--- config.mk ---
export PLATFORM = sky130hd
export DESIGN_NAME = hazard_unit_flat
export DESIGN_NICKNAME = d
export VERILOG_FILES = /design/src/rtl/hazard_pkg.sv /design/src/rtl/hazard_if.sv /design/src/rtl/hazard_match.sv /design/src/rtl/hazard_unit.sv /design/src/flat_wrapper.sv
export SDC_FILE = /design/constraint.sdc
export NUM_CORES = 1
export LEC_CHECK = 0
export ABC_AREA = 1
export CORE_MARGIN = 3
export CORE_UTILIZATION = 56
export CTS_CLUSTER_DIAMETER = 120
export DETAILED_ROUTE_END_ITERATION = 8
export HOLD_SLACK_MARGIN = 0.12
export PLACE_DENSITY = 0.86
export SYNTH_ARGS = -nofsm -noshare
export SYNTH_HDL_FRONTEND = slang
export SYNTH_SLANG_ARGS = --single-unit
--- constraint.sdc ---
create_clock -name clk -period 3.8 [get_ports clk]
set_input_delay 0.38 -clock clk [delete_from_list [all_inputs] [get_ports clk]]
set_output_delay 0.38 -clock clk [all_outputs]
set_load 0.005 [all_outputs]
--- src/rtl/hazard_pkg.sv ---
// Shared constants for the hazard/forwarding controller: forward encoding,
// default result latencies and scoreboard entry field widths.
package hazard_pkg;

  localparam int FWD_RF      = 0;
  localparam int DEF_ALU_LAT = 1;
  localparam int DEF_LD_LAT  = 2;
  localparam int SB_RD_W     = 5;
  localparam int SB_FLAG_W   = 3;

  // Earliest slot at which an entry's result can be forwarded.
  function automatic int slot_lat(input logic is_load, input int alu_lat, input int ld_lat);
    return is_load ? ld_lat : alu_lat;
  endfunction

endpackage

--- src/rtl/hazard_if.sv ---
// Decode-side bundle between the decoder (master) and the hazard unit (slave).
interface hazard_if #(
  parameter int RW    = 5,
  parameter int SW    = 2,
  parameter int CNT_W = 32
);
  logic             dec_valid;
  logic [RW-1:0]    dec_rs1;
  logic [RW-1:0]    dec_rs2;
  logic             dec_rs1_used;
  logic             dec_rs2_used;
  logic [RW-1:0]    dec_rd;
  logic             dec_we;
  logic             dec_is_load;
  logic             flush;
  logic             cnt_clr;
  logic             stall;
  logic             issue;
  logic [SW-1:0]    fwd_a_x;
  logic [SW-1:0]    fwd_b_x;
  logic             wb_we;
  logic [RW-1:0]    wb_rd;
  logic [CNT_W-1:0] stall_cnt;

  modport master (
    output dec_valid, dec_rs1, dec_rs2, dec_rs1_used, dec_rs2_used,
           dec_rd, dec_we, dec_is_load, flush, cnt_clr,
    input  stall, issue, fwd_a_x, fwd_b_x, wb_we, wb_rd, stall_cnt
  );

  modport slave (
    input  dec_valid, dec_rs1, dec_rs2, dec_rs1_used, dec_rs2_used,
           dec_rd, dec_we, dec_is_load, flush, cnt_clr,
    output stall, issue, fwd_a_x, fwd_b_x, wb_we, wb_rd, stall_cnt
  );
endinterface

--- src/rtl/hazard_match.sv ---
// Priority encoder over the scoreboard for one source operand: finds the
// youngest in-flight writer and flags it as a hazard if not yet forwardable.
module hazard_match
  import hazard_pkg::*;
#(
  parameter int STAGES  = 3,
  parameter int RW      = SB_RD_W,
  parameter int ALU_LAT = DEF_ALU_LAT,
  parameter int LD_LAT  = DEF_LD_LAT,
  parameter int SW      = $clog2(STAGES)
) (
  input  logic [STAGES-1:1]         i_vld,
  input  logic [STAGES-1:1]         i_we,
  input  logic [STAGES-1:1]         i_ld,
  input  logic [STAGES-1:1][RW-1:0] i_rd,
  input  logic [RW-1:0]             i_rs,
  input  logic                      i_used,
  output logic                      o_hit,
  output logic [SW-1:0]             o_k,
  output logic                      o_hazard
);

  // Scan oldest to youngest so the youngest match is the last one written.
  always_comb begin
    o_hit    = 1'b0;
    o_k      = SW'(FWD_RF);
    o_hazard = 1'b0;
    for (int k = STAGES-1; k >= 1; k--) begin
      if (i_used && (i_rs != '0) && i_vld[k] && i_we[k] && (i_rd[k] == i_rs)) begin
        o_hit    = 1'b1;
        o_k      = SW'(k);
        o_hazard = (k < slot_lat(i_ld[k], ALU_LAT, LD_LAT));
      end
    end
  end

endmodule

--- src/rtl/hazard_unit.sv ---
// Load-use stall, X-stage forward select and redirect squash for an in-order
// pipeline; in-flight writers are tracked in a per-slot shift scoreboard.
module hazard_unit
  import hazard_pkg::*;
#(
  parameter int STAGES  = 3,
  parameter int RW      = SB_RD_W,
  parameter int ALU_LAT = DEF_ALU_LAT,
  parameter int LD_LAT  = DEF_LD_LAT,
  parameter int CNT_W   = 32
) (
  input  logic     clk,
  input  logic     reset,
  hazard_if.slave  bus
);

  localparam int SW = $clog2(STAGES);

  logic [STAGES-1:1]         r_sb_vld;
  logic [STAGES-1:1]         r_sb_we;
  logic [STAGES-1:1]         r_sb_ld;
  logic [STAGES-1:1][RW-1:0] r_sb_rd;
  logic [SW-1:0]             r_fwd_a_p1;
  logic [SW-1:0]             r_fwd_b_p1;
  logic [CNT_W-1:0]          r_stall_cnt;

  logic          w_hit_a;
  logic          w_hit_b;
  logic          w_haz_a;
  logic          w_haz_b;
  logic [SW-1:0] w_k_a;
  logic [SW-1:0] w_k_b;
  logic          w_stall;
  logic          w_issue;

  hazard_match #(
    .STAGES(STAGES), .RW(RW), .ALU_LAT(ALU_LAT), .LD_LAT(LD_LAT), .SW(SW)
  ) u_match_a (
    .i_vld(r_sb_vld), .i_we(r_sb_we), .i_ld(r_sb_ld), .i_rd(r_sb_rd),
    .i_rs(bus.dec_rs1), .i_used(bus.dec_rs1_used),
    .o_hit(w_hit_a), .o_k(w_k_a), .o_hazard(w_haz_a)
  );

  hazard_match #(
    .STAGES(STAGES), .RW(RW), .ALU_LAT(ALU_LAT), .LD_LAT(LD_LAT), .SW(SW)
  ) u_match_b (
    .i_vld(r_sb_vld), .i_we(r_sb_we), .i_ld(r_sb_ld), .i_rd(r_sb_rd),
    .i_rs(bus.dec_rs2), .i_used(bus.dec_rs2_used),
    .o_hit(w_hit_b), .o_k(w_k_b), .o_hazard(w_haz_b)
  );

  // A redirect squashes decode outright, so it also masks any hazard.
  assign w_stall = bus.dec_valid && !bus.flush && (w_haz_a || w_haz_b);
  assign w_issue = bus.dec_valid && !bus.flush && !w_stall;

  // Decode -> slot 1 / X boundary: control state.
  always_ff @(posedge clk) begin
    if (reset) begin
      r_sb_vld    <= '0;
      r_fwd_a_p1  <= SW'(FWD_RF);
      r_fwd_b_p1  <= SW'(FWD_RF);
      r_stall_cnt <= '0;
    end else begin
      r_sb_vld   <= {r_sb_vld[STAGES-2:1], w_issue};
      r_fwd_a_p1 <= (w_issue && w_hit_a) ? w_k_a : SW'(FWD_RF);
      r_fwd_b_p1 <= (w_issue && w_hit_b) ? w_k_b : SW'(FWD_RF);
      if (bus.cnt_clr)
        r_stall_cnt <= '0;
      else if (w_stall && (r_stall_cnt != '1))
        r_stall_cnt <= r_stall_cnt + CNT_W'(1);
    end
  end

  // Decode -> slot 1 boundary: entry payload, qualified by r_sb_vld.
  always_ff @(posedge clk) begin
    r_sb_rd <= {r_sb_rd[STAGES-2:1], bus.dec_rd};
    r_sb_we <= {r_sb_we[STAGES-2:1], bus.dec_we};
    r_sb_ld <= {r_sb_ld[STAGES-2:1], bus.dec_is_load};
  end

  assign bus.stall     = w_stall;
  assign bus.issue     = w_issue;
  assign bus.fwd_a_x   = r_fwd_a_p1;
  assign bus.fwd_b_x   = r_fwd_b_p1;
  assign bus.wb_we     = r_sb_vld[STAGES-1] && r_sb_we[STAGES-1] && (r_sb_rd[STAGES-1] != '0);
  assign bus.wb_rd     = r_sb_rd[STAGES-1];
  assign bus.stall_cnt = r_stall_cnt;

endmodule
--- src/flat_wrapper.sv ---
// flat-port wrapper written by rule: the top's interface ports become plain ports
module hazard_unit_flat import hazard_pkg::*;
#(
  parameter int STAGES  = 3,
  parameter int RW      = SB_RD_W,
  parameter int ALU_LAT = DEF_ALU_LAT,
  parameter int LD_LAT  = DEF_LD_LAT,
  parameter int CNT_W   = 32
)
  (clk, reset, bus_dec_valid, bus_dec_rs1, bus_dec_rs2, bus_dec_rs1_used, bus_dec_rs2_used, bus_dec_rd, bus_dec_we, bus_dec_is_load, bus_flush, bus_cnt_clr, bus_stall, bus_issue, bus_fwd_a_x, bus_fwd_b_x, bus_wb_we, bus_wb_rd, bus_stall_cnt);
  hazard_if #(.RW(RW), .CNT_W(CNT_W)) bus_i ();
  input  logic clk;
  input  logic reset;
  input wire logic [$bits(bus_i.dec_valid)-1:0] bus_dec_valid;
  input wire logic [$bits(bus_i.dec_rs1)-1:0] bus_dec_rs1;
  input wire logic [$bits(bus_i.dec_rs2)-1:0] bus_dec_rs2;
  input wire logic [$bits(bus_i.dec_rs1_used)-1:0] bus_dec_rs1_used;
  input wire logic [$bits(bus_i.dec_rs2_used)-1:0] bus_dec_rs2_used;
  input wire logic [$bits(bus_i.dec_rd)-1:0] bus_dec_rd;
  input wire logic [$bits(bus_i.dec_we)-1:0] bus_dec_we;
  input wire logic [$bits(bus_i.dec_is_load)-1:0] bus_dec_is_load;
  input wire logic [$bits(bus_i.flush)-1:0] bus_flush;
  input wire logic [$bits(bus_i.cnt_clr)-1:0] bus_cnt_clr;
  output wire logic [$bits(bus_i.stall)-1:0] bus_stall;
  output wire logic [$bits(bus_i.issue)-1:0] bus_issue;
  output wire logic [$bits(bus_i.fwd_a_x)-1:0] bus_fwd_a_x;
  output wire logic [$bits(bus_i.fwd_b_x)-1:0] bus_fwd_b_x;
  output wire logic [$bits(bus_i.wb_we)-1:0] bus_wb_we;
  output wire logic [$bits(bus_i.wb_rd)-1:0] bus_wb_rd;
  output wire logic [$bits(bus_i.stall_cnt)-1:0] bus_stall_cnt;
  assign bus_i.dec_valid = bus_dec_valid;
  assign bus_i.dec_rs1 = bus_dec_rs1;
  assign bus_i.dec_rs2 = bus_dec_rs2;
  assign bus_i.dec_rs1_used = bus_dec_rs1_used;
  assign bus_i.dec_rs2_used = bus_dec_rs2_used;
  assign bus_i.dec_rd = bus_dec_rd;
  assign bus_i.dec_we = bus_dec_we;
  assign bus_i.dec_is_load = bus_dec_is_load;
  assign bus_i.flush = bus_flush;
  assign bus_i.cnt_clr = bus_cnt_clr;
  assign bus_stall = bus_i.stall;
  assign bus_issue = bus_i.issue;
  assign bus_fwd_a_x = bus_i.fwd_a_x;
  assign bus_fwd_b_x = bus_i.fwd_b_x;
  assign bus_wb_we = bus_i.wb_we;
  assign bus_wb_rd = bus_i.wb_rd;
  assign bus_stall_cnt = bus_i.stall_cnt;
  hazard_unit #(.STAGES(STAGES), .RW(RW), .ALU_LAT(ALU_LAT), .LD_LAT(LD_LAT), .CNT_W(CNT_W)) u_core (.clk(clk), .reset(reset), .bus(bus_i));
endmodule
Word-level counts from Yosys, hierarchy flattened
Index checks and enable logic that the tools add are counted.
W data, S select, Z words.

operators by class
  eq/ne operators = 5
  reductions and logical operators = 33
  muxes and demuxes = 14
  bitwise operators = 2
  magnitude comparators = 2
  $add $sub $neg = 1

operators with widths
  kind                     count
  $add A32 B1 Y32 const B  1
  $ne A32 B32 Y1 const B   1
  $logic_and A1 B1 Y1      22
  $eq A5 B5 Y1             4
  $reduce_bool A5 Y1       3
  $mux W1                  10
  $mux W2                  4
  $reduce_or A2 Y1         3
  $reduce_or A3 Y1         2
  $logic_not A1 Y1         2
  $lt A1 B2 Y1 const A     1
  $lt A2 B2 Y1 const A     1
  $not A1 Y1               2
  $logic_or A1 B1 Y1       1

storage, ports and cells
  output and inout bits = 44
  flip-flop bits (word level) = 52
  word-level logic and storage cells = 67

Logic depth before layout (Yosys ltp)
  word-level depth = 14
  mapped depth = 13
  gate-level depth less buffers = 12

Hierarchy
Synthesis repeated with hierarchy kept, for this count alone.

unflattened totals
  cells, all modules = 513
  area, all modules = 3109.2 µm²

by module, submodules not included
  module        seq. area each (µm²)  cells an instance  area each (µm²)  instances
  hazard_unit   1041.0                365                2466.1           1
  hazard_match  0.0                   74                 321.6            2

Worst setup path before layout
OpenSTA, ideal clock, no wires.

  path kind = flip-flop to flip-flop
  from = register u_core.r_stall_cnt[0], in the netlist u_core.bus.stall_cnt[0]
  to = register u_core.r_stall_cnt[26], in the netlist u_core.bus.stall_cnt[26]
  setup slack = 2038 ps
  setup time = 132 ps
  required time = 3668 ps
  path buffers = 2
  arrival time = 1629 ps
  clock period less this slack = 1762 ps
  stages on the path, launching flop included = 11
  cells stage by stage = dfxtp_1 -> ha_1 -> nand2_1 -> nor2_4 -> nand2_4 -> nor2_8 -> nand3_4 -> buf_6 -> buf_2 -> nand4_1 -> a21oi_1

on the way
  cells in the longest elaborated chain, start to end = 2

RTL lines
  what                                                     RTL line           RTL
  start, declared                                          hazard_unit.sv:25  logic [CNT_W-1:0] r_stall_cnt;
  start signal, assigned                                   hazard_unit.sv:70  r_stall_cnt <= r_stall_cnt + CNT_W'(1);
  branches (longest 2 deep; another with $add A32 B1 Y32)  -

Several ways; the timed one is not identified.
A chain may end at the register's enable or synchronous reset.

Final worst setup path
  from = input port bus_dec_rs1[2]
  to = output port bus_stall

on the way
  cells in the longest elaborated chain, start to end = 9

RTL lines
  what                               RTL line            RTL
  start, declared                    flat_wrapper.sv:15  input wire logic [$bits(bus_i.dec_rs1)-1:0] bus_dec_rs1;
  $reduce_bool A5 Y1                 hazard_match.sv:29  if (i_used && (i_rs != '0) && i_vld[k] && i_we[k] && (i_rd[k] == i_rs)) begin
  $logic_and A1 B1 Y1 (4 in series)  hazard_match.sv:29
  $mux W1                            hazard_match.sv:29
  $mux W1 *                          hazard_match.sv:29
  $logic_or A1 B1 Y1 *               hazard_unit.sv:53   assign w_stall = bus.dec_valid && !bus.flush && (w_haz_a || w_haz_b);
  $logic_and A1 B1 Y1 *              hazard_unit.sv:53
  end, declared                      flat_wrapper.sv:24  output wire logic [$bits(bus_i.stall)-1:0] bus_stall;

Mark *: on every way between the ends. The rest lies on a longest branch, timed or not.

==> results_dict.tcl <==
set metrics [dict create \
    cts_tree "yes" \
    vias_per_cell 5.57 \
    cts_htree_levels 2 \
    syn_inst 545 \
    floorplan.rows 27 \
    clkSlewWorstSetupHoldPaths_ns 0.10 \
    synth_top_area_frac 0.309 \
    ant_nets 0 \
    cts_resized 0 \
    switching_power_mw 0.251 \
    power.internal_mw 0.849 \
    critical_path_class "in -> out" \
    synth.cells.most_frequent "nand2_1 (174), nor2_1 (101), inv_1 (59)" \
    root_buffer "clkbuf_8" \
    yosysTopAreaCell "dfxtp_1" \
    max-cap-violations 0 \
    core_mm2 0.00561 \
    place_congestion 0.979 \
    cp_data_required_time_ns 3.42 \
    die_y_um 82.8 \
    post_drt_wl_per_cell_um 14.7 \
    drive_gt1_frac 0.0629 \
    ys.flop_type "dfxtp_1" \
    cp-start-kind "primary input" \
    async_flop_share 0 \
    critical_path_arrival_ns 2.57 \
    via_count 3765 \
    critical_path.max_fanout 25 \
    grt_setup_unrepaired "false" \
    port_buffers 67 \
    synth.most_common_cell "nand2_1" \
    area_delta_synth_final_pct 24.4 \
    leakage_nw 1.68 \
    setup_viol 0 \
    placed_area_mm2 0.00397 \
    final_area_mm2 0.00410 \
    finClkSkew_ns 0.00691 \
    ys_seq_area_frac 0.309 \
    antenna_found_initial 0 \
    crit_path_max_incr_delay_ns 0.56 \
    ys_ff_latch 51 \
    finalNetCount 628 \
    status "completed" \
    synth_cell_types 37 \
    synth_edf_count 0 \
    grt_use_total 0.308 \
    crit_slowest_cell "clkdlybuf4s50_1" \
    yosys-top-cells-area "dfxtp_1 (31%), nand2_1 (20%), nor2_1 (11%), inv_1 (6.7%), nand4_1 (6.3%)" \
    period_share 0.776 \
    io-pin-count 68 \
    cts_hold_buf 0 \
    antenna_cells 0 \
    drt_iter0_markers 365 \
    drv_slew 0 \
    grt_max_degree 47 \
    p_comb_frac 0.087 \
    clock_tree.buffer_depth 2 \
    power_frac_seq 0.502 \
    drt-total-wl_mm 9.95 \
    endpoint_kind "output port" \
    synth_nets 570 \
    grt_pass1_vias 3451 \
    pwr_density_cell_mw_per_mm2 268 \
    min_period_ns 2.95 \
    avgSynthCellArea_um2 6.05 \
    clk_latency_ns 0.31 \
    max_freq_ghz 0.339 \
    path_common_cell "nand2_1" \
    setup_tns_ns 0 \
    dieArea_mm2 0.00685 \
    yosys_warnings 0 \
    critical_path.cell_chain "clkdlybuf4s50_1 -> inv_1 -> nand2_1 -> nand2_1 -> nor2_1 -> nand2_1 -> nor2_1 -> nand3_1 -> nand2_1 -> buf_4 -> nand2_1 -> inv_1 -> clkdlybuf4s50_1" \
    grt_overflow 0 \
    clock_sinks 51 \
    swShare 0.228 \
    tightestPinTransition_ns 0.526 \
    postCtsSetupBuffers 0 \
    holdCritPathClass "reg -> reg" \
    drc 0 \
    drtPass1Iterations 5 \
    finalHoldViolCount 0 \
    hold_slack_ns 0.402 \
    initial_utilization 0.588 \
    relSlewSlack 0.649 \
    cts_buffers 5 \
    die_x_um 82.8 \
    dp_hpwl_mm 7.44 \
    ir_drop_mv 0.227 \
    pwr-share-clk 0.411 \
    grt_pass1_wl_mm 16.2 \
    synth.cell_area_mm2 0.00330 \
]
==> cell usage in the layout, fill, tap and decap left out, types with 2 or more instances in the layout <==
cell and count:
o21ai_0 2, nor3_1 8, inv_1 59, a31oi_1 12
a21oi_1 15, bufinv_16 2, inv_2 10, nand2_2 5
dfxtp_1 51, xor2_1 2, xnor2_1 3, buf_4 4
clkbuf_8 5, nand3_1 20, clkdlybuf4s50_1 67, nor2_2 3
o221ai_1 2, nand3b_1 11, nand2_1 174, nor2_1 100
nand4_1 33
==> metal layers <==
| layer | GRT usage | vias to the layer above | wire length (um) |
|---|---|---|---|
| met2 | 0.498 | 173 | 4570 |
| met5 | 0 | - | 0 |
| li1 | - | 1846 | - |
| met4 | 0.0768 | 0 | 101 |
| met3 | 0.0521 | 15 | 779 |
| met1 | 0.425 | 1731 | 4500 |
==> area by class of cell <==
class	instances	area [um^2]
clock inverter	3	67.6
multi-input combinational	405	1900
sequential	51	1020
inverter	69	259
tap	72	90.1
fill	493	1500
timing repair buffer	71	701
clock buffer	5	68.8
==> critical path: cells and delay by family <==
kind | cells | cell delay, ns
simple gates | 8 | 0.72
buf+inv | 5 | 1.47
==> per-stage QoR <==
| stage | utilization | cells | power, mW | worst slack, ns |
|---|---|---|---|---|
| floorplan | - | 545 | 0.611 | 2.04 |
| global placement | 0.707 | 668 | 0.656 | 0.972 |
| detailed placement | 0.707 | 668 | 0.658 | 0.872 |
| CTS | 0.732 | 676 | 1.10 | 0.868 |
| global route | 0.732 | 676 | 1.13 | 0.605 |
| finish | 0.732 | 676 | 1.10 | 0.851 |
==> kinds of logic after synthesis <==
logic type / Yosys count / synth area share
adder cells (fa/ha/maj): 1 / 0.00379
flip-flops: 51 / 0.309
XOR/XNOR: 5 / 0.0133
AND/OR/NAND/NOR: 364 / 0.493
buffers and inverters: 89 / 0.116
AO/OA/AOI/OAI: 35 / 0.0641
==> worst paths after layout <==
kind	from	end	slack, ns	cells past startpoint
setup / recovery	bus_dec_rs1[2]	bus_stall	0.85	13
hold / removal	u_core.r_sb_rd[4]	u_core.bus.wb_rd[4]	0.40	0
setup reg to reg	u_core.bus.stall_cnt[0]	u_core.bus.stall_cnt[22]	1.53	9
hold reg to reg	u_core.r_sb_rd[4]	u_core.bus.wb_rd[4]	0.40	0
==> power by group through the flow <==
stage          Combinational [mW]  Sequential [mW]  Clock [mW]
3_3_place_gp               0.0916            0.564           0
5_1_grt                     0.105            0.553       0.472
3_5_place_dp               0.0936            0.564           0
4_1_cts                    0.0943            0.552       0.452
6_report                   0.0955            0.552       0.452
2_1_floorplan              0.0498            0.561           0
==> state kept, by name (all words and copies together), names as in the netlist <==
| signal | cells |
|---|---|
| u_core.bus.fwd_a_x | 2 |
| u_core.bus.fwd_b_x | 2 |
| u_core.bus.stall_cnt | 32 |
| u_core.bus.wb_rd | 5 |
| u_core.r_sb_ld | 1 |
| u_core.r_sb_rd | 5 |
| u_core.r_sb_vld | 2 |
| u_core.r_sb_we | 2 |
Note: power is estimated with default switching activity, not from simulation.
